$ cat src/rtl/apb8_bridge_pkg.sv
// Shared types and helpers for the 64-bit host to 8-bit APB bridge.
package apb8_bridge_pkg;

    // Bridge sequencing states.
    typedef enum logic [1:0] {
        ST_IDLE   = 2'd0,
        ST_SETUP  = 2'd1,
        ST_ACCESS = 2'd2,
        ST_RESP   = 2'd3
    } state_t;

    // Read size encodings on req_size.
    typedef enum logic [1:0] {
        SIZE_1B = 2'd0,
        SIZE_2B = 2'd1,
        SIZE_4B = 2'd2,
        SIZE_8B = 2'd3
    } size_t;

    localparam int LANES = 8;

    // Number of byte lanes touched by a read of the given size.
    function automatic logic [3:0] size_lanes(input size_t size);
        logic [3:0] n;
        case (size)
            SIZE_1B: n = 4'd1;
            SIZE_2B: n = 4'd2;
            SIZE_4B: n = 4'd4;
            default: n = 4'd8;
        endcase
        return n;
    endfunction

    // True when a read starting at lane would run past lane 7.
    function automatic logic read_overflow(input logic [2:0] lane, input size_t size);
        return ({1'b0, lane} + size_lanes(size)) > 4'd8;
    endfunction

    // Consecutive-lane mask for a read; lanes beyond 7 fall off the top.
    function automatic logic [7:0] read_mask(input logic [2:0] lane, input size_t size);
        logic [15:0] m;
        m = (16'd1 << size_lanes(size)) - 16'd1;
        m = m << lane;
        return m[7:0];
    endfunction

endpackage

$ cat src/rtl/apb8_lane_pick.sv
// Lowest-set-bit picker: returns the index of the lowest pending byte lane.
module apb8_lane_pick
    import apb8_bridge_pkg::*;
(
    input  logic [7:0] i_mask,
    output logic [2:0] o_lane,
    output logic       o_any
);

    // Scan from the top so the lowest set bit wins.
    always_comb begin
        o_lane = 3'd0;
        for (int i = LANES - 1; i >= 0; i--) begin
            if (i_mask[i]) begin
                o_lane = 3'(i);
            end
        end
        o_any = |i_mask;
    end

endmodule

$ cat src/rtl/apb8_host_bridge.sv
// 64-bit host request/response port to an 8-bit APB master. Each enabled
// byte lane becomes one APB transfer, lowest lane first.
//
// Handshakes: a request transfers on a clock edge where req_valid and
// req_ready are both 1; a response transfers on an edge where rsp_valid and
// rsp_ready are both 1. rsp_valid, rsp_rdata and rsp_err are held stable
// until that edge. The APB side is a plain SETUP/ACCESS master that waits
// for pready, bounded by TIMEOUT_CYCLES.
module apb8_host_bridge
    import apb8_bridge_pkg::*;
#(
    parameter int TIMEOUT_CYCLES = 255,
    parameter int ADDR_W         = 32
) (
    input  logic              clk_i,
    input  logic              rst_i,
    input  logic              req_valid,
    output logic              req_ready,
    input  logic              req_write,
    input  logic [ADDR_W-1:0] req_addr,
    input  logic [1:0]        req_size,
    input  logic [63:0]       req_wdata,
    input  logic [7:0]        req_wstrb,
    output logic              rsp_valid,
    input  logic              rsp_ready,
    output logic [63:0]       rsp_rdata,
    output logic              rsp_err,
    output logic              psel,
    output logic              penable,
    output logic              pwrite,
    output logic [ADDR_W-1:0] paddr,
    output logic [7:0]        pwdata,
    input  logic              pready,
    input  logic              pslverr,
    input  logic [7:0]        prdata,
    output logic [1:0]        dbg_state
);

    // Last ACCESS cycle index before a byte is forced to error.
    localparam logic [9:0] TO_LAST = 10'(TIMEOUT_CYCLES - 1);

    state_t            r_state;
    logic [7:0]        r_mask;
    logic [2:0]        r_lane;
    logic [ADDR_W-4:0] r_base;
    logic [63:0]       r_wdata;
    logic              r_write;
    logic [9:0]        r_cnt;
    logic              r_psel;
    logic              r_penable;
    logic              r_pwrite;
    logic [ADDR_W-1:0] r_paddr;
    logic [7:0]        r_pwdata;
    logic              r_rsp_valid;
    logic [63:0]       r_rsp_rdata;
    logic              r_rsp_err;

    logic [7:0]        w_new_mask;
    logic [7:0]        w_mask_rest;
    logic [7:0]        w_pick_in;
    logic [2:0]        w_pick_lane;
    logic              w_pick_any;
    logic              w_rd_ovf;

    // Lane mask of an incoming request and of the lanes still pending.
    always_comb begin
        w_new_mask  = req_write ? req_wstrb : read_mask(req_addr[2:0], size_t'(req_size));
        w_rd_ovf    = !req_write && read_overflow(req_addr[2:0], size_t'(req_size));
        w_mask_rest = r_mask & ~(8'd1 << r_lane);
        w_pick_in   = (r_state == ST_IDLE) ? w_new_mask : w_mask_rest;
    end

    apb8_lane_pick u_lane_pick (
        .i_mask (w_pick_in),
        .o_lane (w_pick_lane),
        .o_any  (w_pick_any)
    );

    // Bridge FSM with registered APB and response outputs.
    always_ff @(posedge clk_i or posedge rst_i) begin
        if (rst_i) begin
            r_state     <= ST_IDLE;
            r_mask      <= '0;
            r_lane      <= '0;
            r_base      <= '0;
            r_wdata     <= '0;
            r_write     <= 1'b0;
            r_cnt       <= '0;
            r_psel      <= 1'b0;
            r_penable   <= 1'b0;
            r_pwrite    <= 1'b0;
            r_paddr     <= '0;
            r_pwdata    <= '0;
            r_rsp_valid <= 1'b0;
            r_rsp_rdata <= '0;
            r_rsp_err   <= 1'b0;
        end else begin
            case (r_state)
                ST_IDLE: begin
                    if (req_valid) begin
                        r_write     <= req_write;
                        r_base      <= req_addr[ADDR_W-1:3];
                        r_wdata     <= req_wdata;
                        r_rsp_rdata <= '0;
                        r_rsp_err   <= 1'b0;
                        if (w_rd_ovf) begin
                            r_rsp_err   <= 1'b1;
                            r_rsp_valid <= 1'b1;
                            r_state     <= ST_RESP;
                        end else if (!w_pick_any) begin
                            r_rsp_valid <= 1'b1;
                            r_state     <= ST_RESP;
                        end else begin
                            r_mask    <= w_new_mask;
                            r_lane    <= w_pick_lane;
                            r_psel    <= 1'b1;
                            r_penable <= 1'b0;
                            r_pwrite  <= req_write;
                            r_paddr   <= {req_addr[ADDR_W-1:3], w_pick_lane};
                            r_pwdata  <= req_wdata[{w_pick_lane, 3'b000} +: 8];
                            r_state   <= ST_SETUP;
                        end
                    end
                end
                ST_SETUP: begin
                    r_penable <= 1'b1;
                    r_cnt     <= '0;
                    r_state   <= ST_ACCESS;
                end
                ST_ACCESS: begin
                    if (pready || (r_cnt == TO_LAST)) begin
                        // Byte done: record data/error, then next lane or respond.
                        if (pready) begin
                            if (!r_write) begin
                                r_rsp_rdata[{r_lane, 3'b000} +: 8] <= prdata;
                            end
                            r_rsp_err <= r_rsp_err | pslverr;
                        end else begin
                            r_rsp_err <= 1'b1;
                        end
                        r_mask <= w_mask_rest;
                        if (w_pick_any) begin
                            r_lane    <= w_pick_lane;
                            r_penable <= 1'b0;
                            r_paddr   <= {r_base, w_pick_lane};
                            r_pwdata  <= r_wdata[{w_pick_lane, 3'b000} +: 8];
                            r_state   <= ST_SETUP;
                        end else begin
                            r_psel      <= 1'b0;
                            r_penable   <= 1'b0;
                            r_pwrite    <= 1'b0;
                            r_paddr     <= '0;
                            r_pwdata    <= '0;
                            r_rsp_valid <= 1'b1;
                            r_state     <= ST_RESP;
                        end
                    end else begin
                        r_cnt <= r_cnt + 10'd1;
                    end
                end
                ST_RESP: begin
                    if (rsp_ready) begin
                        r_rsp_valid <= 1'b0;
                        r_state     <= ST_IDLE;
                    end
                end
                default: r_state <= ST_IDLE;
            endcase
        end
    end

    assign req_ready = (r_state == ST_IDLE);
    assign rsp_valid = r_rsp_valid;
    assign rsp_rdata = r_rsp_rdata;
    assign rsp_err   = r_rsp_err;
    assign psel      = r_psel;
    assign penable   = r_penable;
    assign pwrite    = r_pwrite;
    assign paddr     = r_paddr;
    assign pwdata    = r_pwdata;
    assign dbg_state = r_state;

endmodule

$ cat config.mk
export PLATFORM = sky130hd
export DESIGN_NAME = apb8_host_bridge
export DESIGN_NICKNAME = d
export VERILOG_FILES = /design/src/rtl/apb8_bridge_pkg.sv /design/src/rtl/apb8_lane_pick.sv /design/src/rtl/apb8_host_bridge.sv
export SDC_FILE = /design/constraint.sdc
export NUM_CORES = 1
export LEC_CHECK = 0
export ABC_AREA = 1
export ABC_CLOCK_PERIOD_IN_PS = 11200
export BUFFER_PORTS_ARGS = -buffer_cell sky130_fd_sc_hd__buf_2
export CORE_MARGIN = 2
export CORE_UTILIZATION = 35
export CTS_CLUSTER_DIAMETER = 80
export DETAILED_ROUTE_END_ITERATION = 6
export HOLD_SLACK_MARGIN = 0.03
export PLACE_DENSITY = 0.62
export SLEW_MARGIN = 20
export SYNTH_ARGS = -nofsm -noshare
export SYNTH_HDL_FRONTEND = slang
export SYNTH_SLANG_ARGS = --single-unit
$ cat constraint.sdc
create_clock -name clk_i -period 11.2 [get_ports clk_i]
set_input_delay 0.56 -clock clk_i [delete_from_list [all_inputs] [get_ports clk_i]]
set_output_delay 0.56 -clock clk_i [all_outputs]
set_load 0.02 [all_outputs]
==> flow_summary.ini, run 1 <==
[clocking]
cts_setup_buffers = 0
clock_latency_ps = 540
cts-buffers-inserted = 27
cts_hold_buf = 0
cts-root-buf = clkbuf_16
clkTransAtPathRegs_ps = 60
cts_resized = 0
htree_num_levels = 1
clk_path_buf_depth = 3
cts_num_sinks = 226
cts_tree = done

[die]
rows = 65
coreArea_um2 = 31390
io_pins = 233
die_height_um = 182.3
die_w_um = 182.3
start_util = 0.3544
die-area_um2 = 33230

[yosys]
synth_cell_types = 34
yosysMostFrequentCell = nand2_1
ys_ff_latch = 226
synth_edf_count = 0
ys_dominant_reg_cell = dfrtp_1
yosysSeqAreaShare = 0.5083
synth.top_cells.by_area = dfrtp_1 (51%), nand2_1 (12%), nand3_1 (10%)
synth_largest_area_cell = dfrtp_1
synth_cells = 1415
synth_top_area_share = 0.5083
async_reset_ff_frac = 1.000
synth_commonest_cells = nand2_1 (350), dfrtp_1 (226), nand3_1 (226)
avgSynthCellArea_um2 = 7.863
syn_nets = 1548
yosysWarnings = 0
netlist_area_um2 = 11130

[sta]
clock_skew_ps = 20.33
tightest_slew_ps = 1096
finalSetupViolCount = 0
tns_ps = 0
worst_slack_ps = 6417
post-route-period-util = 0.4271
min_period_ps = 4783
hold_viol_final = 0
final_max_slew_viol_count = 0
rsz0062_at_grt = false
timing.fmax_ghz = 0.2091
max_slew_margin = 0.2684

[worst_setup_path]
endpoint_kind = register
critPathLaunchType = register
cp.required_ps = 11590
critPathMaxFanout = 67
worstPathArrival_ps = 5180
crit_type = reg -> reg

[grt]
grt_use_total = 0.1962
grt_pass1_wl_um = 52520
overflow = 0
grt_max_degree = 125
grt_pass1_vias = 9621
grt_antenna_before_repair = 1

[placed_design]
io_buffer_count = 232
place_area_um2 = 12610
dp_slack_ps = 6403
place_congestion = 0.8562
dp_hpwl_um = 22770

[routing]
via_count = 10230
firstDrtPassIters = 5
wl_per_cell_um = 16.24
drt-total-wl_um = 33150
dr.first_iter.drc_count = 950
ant_nets = 0
via_per_inst = 5.012
drc = 0

[pwr]
vdd_ir_drop_max_v = 0.0001932
total_power_uw = 4359
powerDensity_nw_per_um2 = 321.9
power_leakage_uw = 0.007033

[layout]
synthToLayoutAreaGrowth_pct = 21.72
final_design_area_no_fill_um2 = 13540
drive_above_1_share = 0.1929
nNetsFinal = 1751

[job]
max_cap_violations = 0

[run_status]
outcome = completed

[hold_path]
hp-class = in -> async
## cells by family after synthesis
family                     Yosys count  share of synthesized area
buffers and inverters              289                     0.1018
and+or+nand+nor                    630                     0.2444
adders and majority gates           12                    0.01417
AOI/OAI and AO/OA                  258                     0.1314
DFF                                226                     0.5083
## final timing paths
| check | slack [ps] | start | endpoint | cells past startpoint |
|---|---|---|---|---|
| setup / recovery | 6420 | r_lane[0] | paddr[22] | 18 |
| hold reg to reg | 470 | r_cnt[9] | r_cnt[9] | 1 |
| setup reg to reg | 6420 | r_lane[0] | paddr[22] | 18 |
| max in group asynchronous | 9700 | rst_i | paddr[14] | 3 |
| min in group clk_i | 240 | req_wdata[48] | r_wdata[48] | 3 |
| hold / removal | 120 | rst_i | r_wdata[59] | 2 |
## state kept, by name (all words and copies together) (netlist names)
name / flops
pwrite: 1
penable: 1
r_lane: 3
rsp_err: 1
rsp_valid: 1
r_mask: 8
rsp_rdata: 64
r_wdata: 64
r_cnt: 10
r_write: 1
pwdata: 8
r_base: 29
dbg_state: 2
psel: 1
paddr: 32
## critical path, cell delays in order, from the launching register on
cell      delay (ps)
dfrtp_1          460
inv_1            170
ha_1             220
ha_1             220
inv_1             90
nand2_1           80
nand2_1           90
o21ai_4           80
buf_4            580
nand2_1          180
nor2_1           190
nand2_1          130
nor2_1           140
nand2_1           80
nand2_2           50
buf_4            450
inv_2            510
nand2_2          700
o211ai_1         160
## cells in the final DEF (no fill, tap or decap), drive strengths merged
master,instances
nor3b,1
nand3b,2
nand3,226
a21boi,1
nand2,350
bufinv,3
a21oi,18
o211ai,33
fa,1
o22ai,33
nor2,36
a211oi,1
clkbuf,37
clkinvlp,1
a32o,2
o21ai,165
a2bb2oi,1
dfrtp,226
ha,11
buf,244
nor3,9
diode,1
clkinv,11
o31ai,1
nand4,6
o32ai,1
a31oi,2
inv,216
## power by group
group          leakage (uW)  switching (uW)  internal, uW
logic               0.00366            1550           644
registers           0.00292             156          1110
clock network      0.000457             354           549
## metal layers
| layer | global-route usage | share of wire |
|---|---|---|
| met1 | 0.2733 | 0.46 |
| met2 | 0.3179 | 0.45 |
| met3 | 0.02973 | 0.061 |
| met4 | 0.05613 | 0.027 |
| met5 | 0 | 0 |
## per-stage QoR
step             util  instances  hold slack [ps]
6_report       0.4314       2041            119.7
3_5_place_dp   0.4017       1991            464.1
4_1_cts        0.4312       2040            142.5
5_1_grt        0.4313       2040            176.0
2_1_floorplan       -       1415            441.2
3_3_place_gp   0.4016       1991            457.6
## layout make-up
cell class	instances	area, um^2
fillers	3212	17850
multi-input cells	900	4369
well taps	402	503.0
flip-flops and latches	226	5655
repair buffers	244	1255
diodes	1	2.502
inverters	219	830.8
clock buffers	37	763.2
clock inverters	12	162.7
(Power assumes the default switching activity.)
==> inputs of run 2 (changes only) <==
- ABC_CLOCK_PERIOD_IN_PS: 11200 -> 4300
- PLACE_DENSITY: 0.62 -> 0.64
- clock period: 11.2 -> 4.3 ns (I/O delays scaled with it)
==> run 2 against run 1 <==
Sequential share of layout area decreased by 2.8 points. Clock skew decreased by 5.8 ps. Fmax increased by 49%. Setup slack got worse by 5300 ps. Cell count increased by 4.8%. Clock power increased to 2.6 times the previous value. Highest routed layer is now met5.
==> flow_summary.ini, run 2 (same netlist as run 1, synthesis figures left out) <==
[placed_design]
dp_hpwl_um = 22710
io_buffer_count = 232
place_congestion = 0.8770
dp.cells = 1994

[worst_setup_path]
critPathMaxFanout = 19
rr_worst_depth = 13
worstPathArrival_ps = 3650
crit_type = reg -> reg
slowest_delay_ps = 510
cp.required_ps = 4740
critPathBufInv = 5
path_delay_family = simple AND/OR/NAND/NOR gates
critPathLaunchType = register
crit_slowest_cell = nand3_1
endpoint_kind = register
worst-path-stages = 13
path_cells = inv_1 > nor2_2 > inv_2 > nor2_1 > nand2_1 > inv_2 > nor2_1 > inv_1 > nor2_1 > inv_2 > nor3_4 > nand3_1 > o21ai_0

[sta]
tightest_slew_ps = 869.8
timing.fmax_ghz = 0.3116
finalSetupViolCount = 0
tns_ps = 0
rsz0062_at_grt = false
final_max_slew_viol_count = 0
post-route-period-util = 0.7464
clock_skew_ps = 14.52
max_slew_margin = 0.4201
hold_viol_final = 0
min_period_ps = 3210

[layout]
stdcell_count = 2138
final_common_cell = nand2_1
layout_common_cells = nand2_1 (347), buf_2 (232), nand3_1 (226), dfrtp_1 (226), inv_1 (205)
synthToLayoutAreaGrowth_pct = 30.54
nNetsFinal = 1848
drive_above_1_share = 0.1839
fill_cells = 3095

[die]
start_util = 0.3544
rows = 65
die-area_um2 = 33230
die_w_um = 182.3
io_pins = 233
die_height_um = 182.3
coreArea_um2 = 31390

[grt]
grt_use_total = 0.2067
overflow = 0
grt_antenna_before_repair = 2
grt_pass1_wl_um = 55730
grt_pass1_vias = 10330
grt_max_degree = 158

[pwr]
powerDensity_nw_per_um2 = 789.8
vdd_ir_drop_max_v = 0.0007502
power_leakage_uw = 0.007449

[run_status]
outcome = completed

[clocking]
cts_setup_buffers = 0
cts-root-buf = clkbuf_16
cts_hold_buf = 94
clk_path_buf_depth = 3
cts_resized = 0
cts_tree = done
clkTransAtPathRegs_ps = 60
htree_num_levels = 1
cts_num_sinks = 226
clock_latency_ps = 540
cts-buffers-inserted = 27

[job]
max_cap_violations = 0

[routing]
via_count = 10790
wl_per_cell_um = 16.15
firstDrtPassIters = 5
drt-total-wl_um = 34540
via_per_inst = 5.044
drc = 0
dr.first_iter.drc_count = 802
ant_nets = 0

[hold_path]
whs_path_depth = 3
hp-class = in -> reg
==> run 2: cell count changes in the layout (fill, tap and decap cells not counted), sizes merged <==
cell / before / now
dlygate4sd3: 0 / 94
clkbuf: 37 / 41
buf: 244 / 247
clkinv: 11 / 9
bufinv: 3 / 2
inv: 216 / 215
==> run 2: worst register-to-register path, stage by stage, from the launching register on <==
cell     delay, ps
dfrtp_1        460
inv_1          150
nor2_2          60
inv_2          310
nor2_1          90
nand2_1        180
inv_2           90
nor2_1         120
inv_1           50
nor2_1         170
inv_2           90
nor3_4         460
nand3_1        520
o21ai_0        350
==> run 2: where the power goes <==
part	internal, uW	switching, uW	leakage [uW]
sequential	2890	411	0.00292
combinational	1790	4020	0.00407
clock	1440	925	0.000462
total	6110	5360	0.00745
==> run 2: cell type report <==
| type | instances | area (um^2) | share of cell area |
|---|---|---|---|
| sequential | 226 | 5655 | 0.3894 |
| multi-input combinational | 900 | 4367 | 0.3007 |
| timing repair buffer | 341 | 2243 | 0.1545 |
| clock buffer | 41 | 828.3 | 0.05703 |
| inverter | 219 | 827.0 | 0.05694 |
| tap | 402 | 503.0 | 0.03463 |
| clock inverter | 8 | 97.59 | 0.006720 |
| antenna | 1 | 2.502 | 0.0001723 |
==> run 2: stage by stage <==
step	total power (uW)	setup WS [ps]	utilization	hold slack [ps]	cell area, um^2
2_1_floorplan	7349	1133	-	336.0	11130
3_5_place_dp	9031	985.3	0.4030	442.6	12650
5_1_grt	12440	782.5	0.4627	67.57	14520
4_1_cts	11520	1121	0.4625	41.71	14520
3_3_place_gp	8939	1120	0.4030	438.7	12650
6_report	11470	1090	0.4627	56.99	14520
==> run 2: metal layers <==
metal  vias up  share of wire  global-route usage
li1       5210              -                   -
met1      5107           0.45              0.2877
met2       401           0.46              0.3353
met3        65          0.063             0.03013
met4         2          0.027             0.06194
met5         -        0.00041                   0
==> run 2: worst paths after layout <==
check | startpoint | endpoint | slack (ps)
setup / recovery | dbg_state[1] | rsp_rdata[63] | 1090
hold / removal | req_wdata[6] | r_wdata[6] | 60
setup reg to reg | dbg_state[1] | rsp_rdata[63] | 1090
hold reg to reg | r_cnt[9] | r_cnt[9] | 470
max in group asynchronous | rst_i | r_base[3] | 3150
min in group asynchronous | rst_i | paddr[1] | 540
==> inputs of run 3 (changes only) <==
- ABC_AREA: 1 -> 0
- ABC_CLOCK_PERIOD_IN_PS: 4300 -> 3230
- PLACE_DENSITY: 0.64 -> 0.62
- clock period: 4.3 -> 3.23 ns (I/O delays scaled with it)
==> run 3 against run 2 <==
Area after synthesis is 2.0% lower. Via count shrank 3.2%. Design area rose by 1.1%. Worst hold slack better by 13 ps. Die area is 2.0% lower. Fmax grew 5.3%. Non-clock buffer count up 36. First-iteration DRC count down 0.37%. Utilization increased by 1.7 points. Register-to-register slack worse by 910 ps.
==> flow_summary.ini, run 3 <==
[routing]
via_per_inst = 5.298
ant_nets = 0
wl_per_cell_um = 18.27
firstDrtPassIters = 5
drt-total-wl_um = 35980
via_count = 10440
drc = 0
dr.first_iter.drc_count = 799

[placed_design]
dp_hpwl_um = 23950
io_buffer_count = 232
place_congestion = 0.8955

[grt]
grt_pass1_wl_um = 57240
grt_pass1_vias = 10260
grt_antenna_before_repair = 0
overflow = 0
grt_use_total = 0.2161
grt_max_degree = 122

[pwr]
power_leakage_uw = 0.007287
vdd_ir_drop_max_v = 0.0007526
powerDensity_nw_per_um2 = 1022

[layout]
synthToLayoutAreaGrowth_pct = 34.65
drive_above_1_share = 0.2211
layout_common_cells = nand2_1 (435), buf_2 (232), dfrtp_1 (226)
nNetsFinal = 1688
antenna_cells = 0
postLayoutCoreUtil = 0.4798
final_common_cell = nand2_1

[yosys]
synth_mux_area_frac = 0.03076
synth_edf_count = 0
synth_largest_area_cell = dfrtp_1
synth_commonest_cells = nand2_1 (436), dfrtp_1 (226), o21ai_0 (126)
synth.top_cells.by_area = dfrtp_1 (52%), nand2_1 (15%), o21ai_0 (5.8%)
yosysMostFrequentCell = nand2_1
synth_cell_types = 65
synth_cells = 1221
synth-compound-area-share = 0.1838
ys_dominant_reg_cell = dfrtp_1
ys_ff_latch = 226
yosys.area_share.xor_xnor = 0.001607
yosysSeqAreaShare = 0.5188
netlist_area_um2 = 10900
async_reset_ff_frac = 1.000
avgSynthCellArea_um2 = 8.927
yosysWarnings = 0
synth_top_family_by_area = simple AND/OR/NAND/NOR gates
syn_nets = 1354
synth_fa_ha_area_frac = 0.01446
synth_top_area_share = 0.5188
yosys.area_share.simple = 0.2146

[sta]
finalSetupViolCount = 0
hold_viol_final = 0
rsz0062_at_grt = false
tns_ps = 0
min_period_ps = 3049
clock_skew_ps = 19.78
final_max_slew_viol_count = 0
tightest_slew_ps = 1034
timing.fmax_ghz = 0.3280
max_slew_margin = 0.3110
fin_hold_ws_ps = 69.64
post-route-period-util = 0.9440

[clocking]
cts_tree = done
cts-buffers-inserted = 27
cts_num_sinks = 226
clkTransAtPathRegs_ps = 60
cts-root-buf = clkbuf_16
clk_path_buf_depth = 3
htree_num_levels = 1
cts_setup_buffers = 0
cts_resized = 0
clock_latency_ps = 530

[worst_setup_path]
rr_endpoint = pwdata[3]
crit_start = r_lane[0]
worst-path-stages = 11
critPathLaunchType = register
crit_end = pwdata[3]
endpoint_kind = register
critPathMaxFanout = 11
crit_type = reg -> reg
reg2reg_setup_slack_ps = 180
path_delay_family = compound AO/OA/AOI/OAI gates
crit_slowest_cell = mux4_2
reg2reg_from = r_lane[0]
critPathBufInv = 2
path_cells = inv_1 > ha_1 > nor2b_1 > nor3b_1 > a21o_1 > o31a_1 > nor3_4 > buf_12 > mux4_2 > nor3_1 > o211ai_1
slowest_delay_ps = 510
cp.required_ps = 3630
rr_worst_depth = 11
worstPathArrival_ps = 3450

[hold_path]
hp-class = in -> reg

[die]
coreArea_um2 = 30590
start_util = 0.3563
io_pins = 233
die_height_um = 180.5
die-area_um2 = 32570
die_w_um = 180.5
rows = 64

[job]
max_cap_violations = 0

[run_status]
outcome = completed
run 3: cell types whose count changed in the layout (fill, tap and decap cells not counted), moves of 24 or more:
cell / change
nand3_1: -205
inv_1: -185
nand2_1: +88
a22oi_1: +33
o21ai_0: -33
o22ai_1: -31
buf_4: +24
run 3: timing repair:
| action | 4_1_cts | 5_1_grt |
|---|---|---|
| hold buffers | 104 | 0 |
| setup endpoints to repair | 0 | 30 |
| hold endpoints to repair | 154 | 0 |
run 3: layout make-up:
| type | count | area, um^2 |
|---|---|---|
| well taps | 396 | 495.5 |
| flip-flops and latches | 226 | 5655 |
| repair buffers | 377 | 2577 |
| fillers | 2947 | 15910 |
| inverters | 21 | 82.58 |
| multi-input cells | 902 | 4883 |
| clock buffers | 33 | 748.2 |
| clock inverters | 15 | 235.2 |
run 3: layer usage:
layer	global-route usage	up-vias	wire (um)
met3	0.03880	55	2456
met2	0.3556	426	16920
met5	0	-	0
li1	-	4921	-
met4	0.05065	0	727
met1	0.2972	5035	15880
run 3: cells by family (layout without fill, tap and decap cells):
kind of cell	count (synthesis)	after routing
XOR/XNOR	2	2
AO/OA/AOI/OAI	303	304
multiplexers	20	20
AND/OR/NAND/NOR	564	564
adder cells (fa/ha/maj)	12	12
flip-flops	226	226
buffers and inverters	94	446
run 3: worst min-delay path by stage:
stage,from,depth (start not counted),end,slack [ps]
after CTS,pslverr,4,rsp_err,50
after detailed placement,rst_i,2,rsp_rdata[3],210
after global routing,pslverr,4,rsp_err,80
final,req_wstrb[3],5,r_mask[3],70
after floorplan,req_addr[3],2,r_base[0],270
after global placement,rst_i,2,rsp_rdata[3],210
run 3: through the flow:
step / cell area [um^2] / worst slack (ps) / instances / power [uW]
global route: 14680 / 4.629 / 1970 / 15990
finish: 14680 / 180.8 / 1970 / 15010
detailed placement: 12620 / 171.9 / 1816 / 11430
floorplan: 10900 / 116.5 / 1221 / 9006
global placement: 12620 / 306.2 / 1816 / 11300
CTS: 14640 / 167.2 / 1968 / 14920
run 3: where the power goes:
part	leakage, uW	switching, uW	total [uW]	internal (uW)
Sequential	0.00292	583	4410	3830
Clock	0.000487	1250	3360	2120
Combinational	0.00388	4600	7230	2630
run 3: worst register-to-register path, delay by kind of cell (launching register included):
kind	cells	cell delay (ps)
compound gates	3	720
fa+ha+maj	1	220
buf+inv	2	360
flops	1	430
mux	1	510
simple gates	4	690
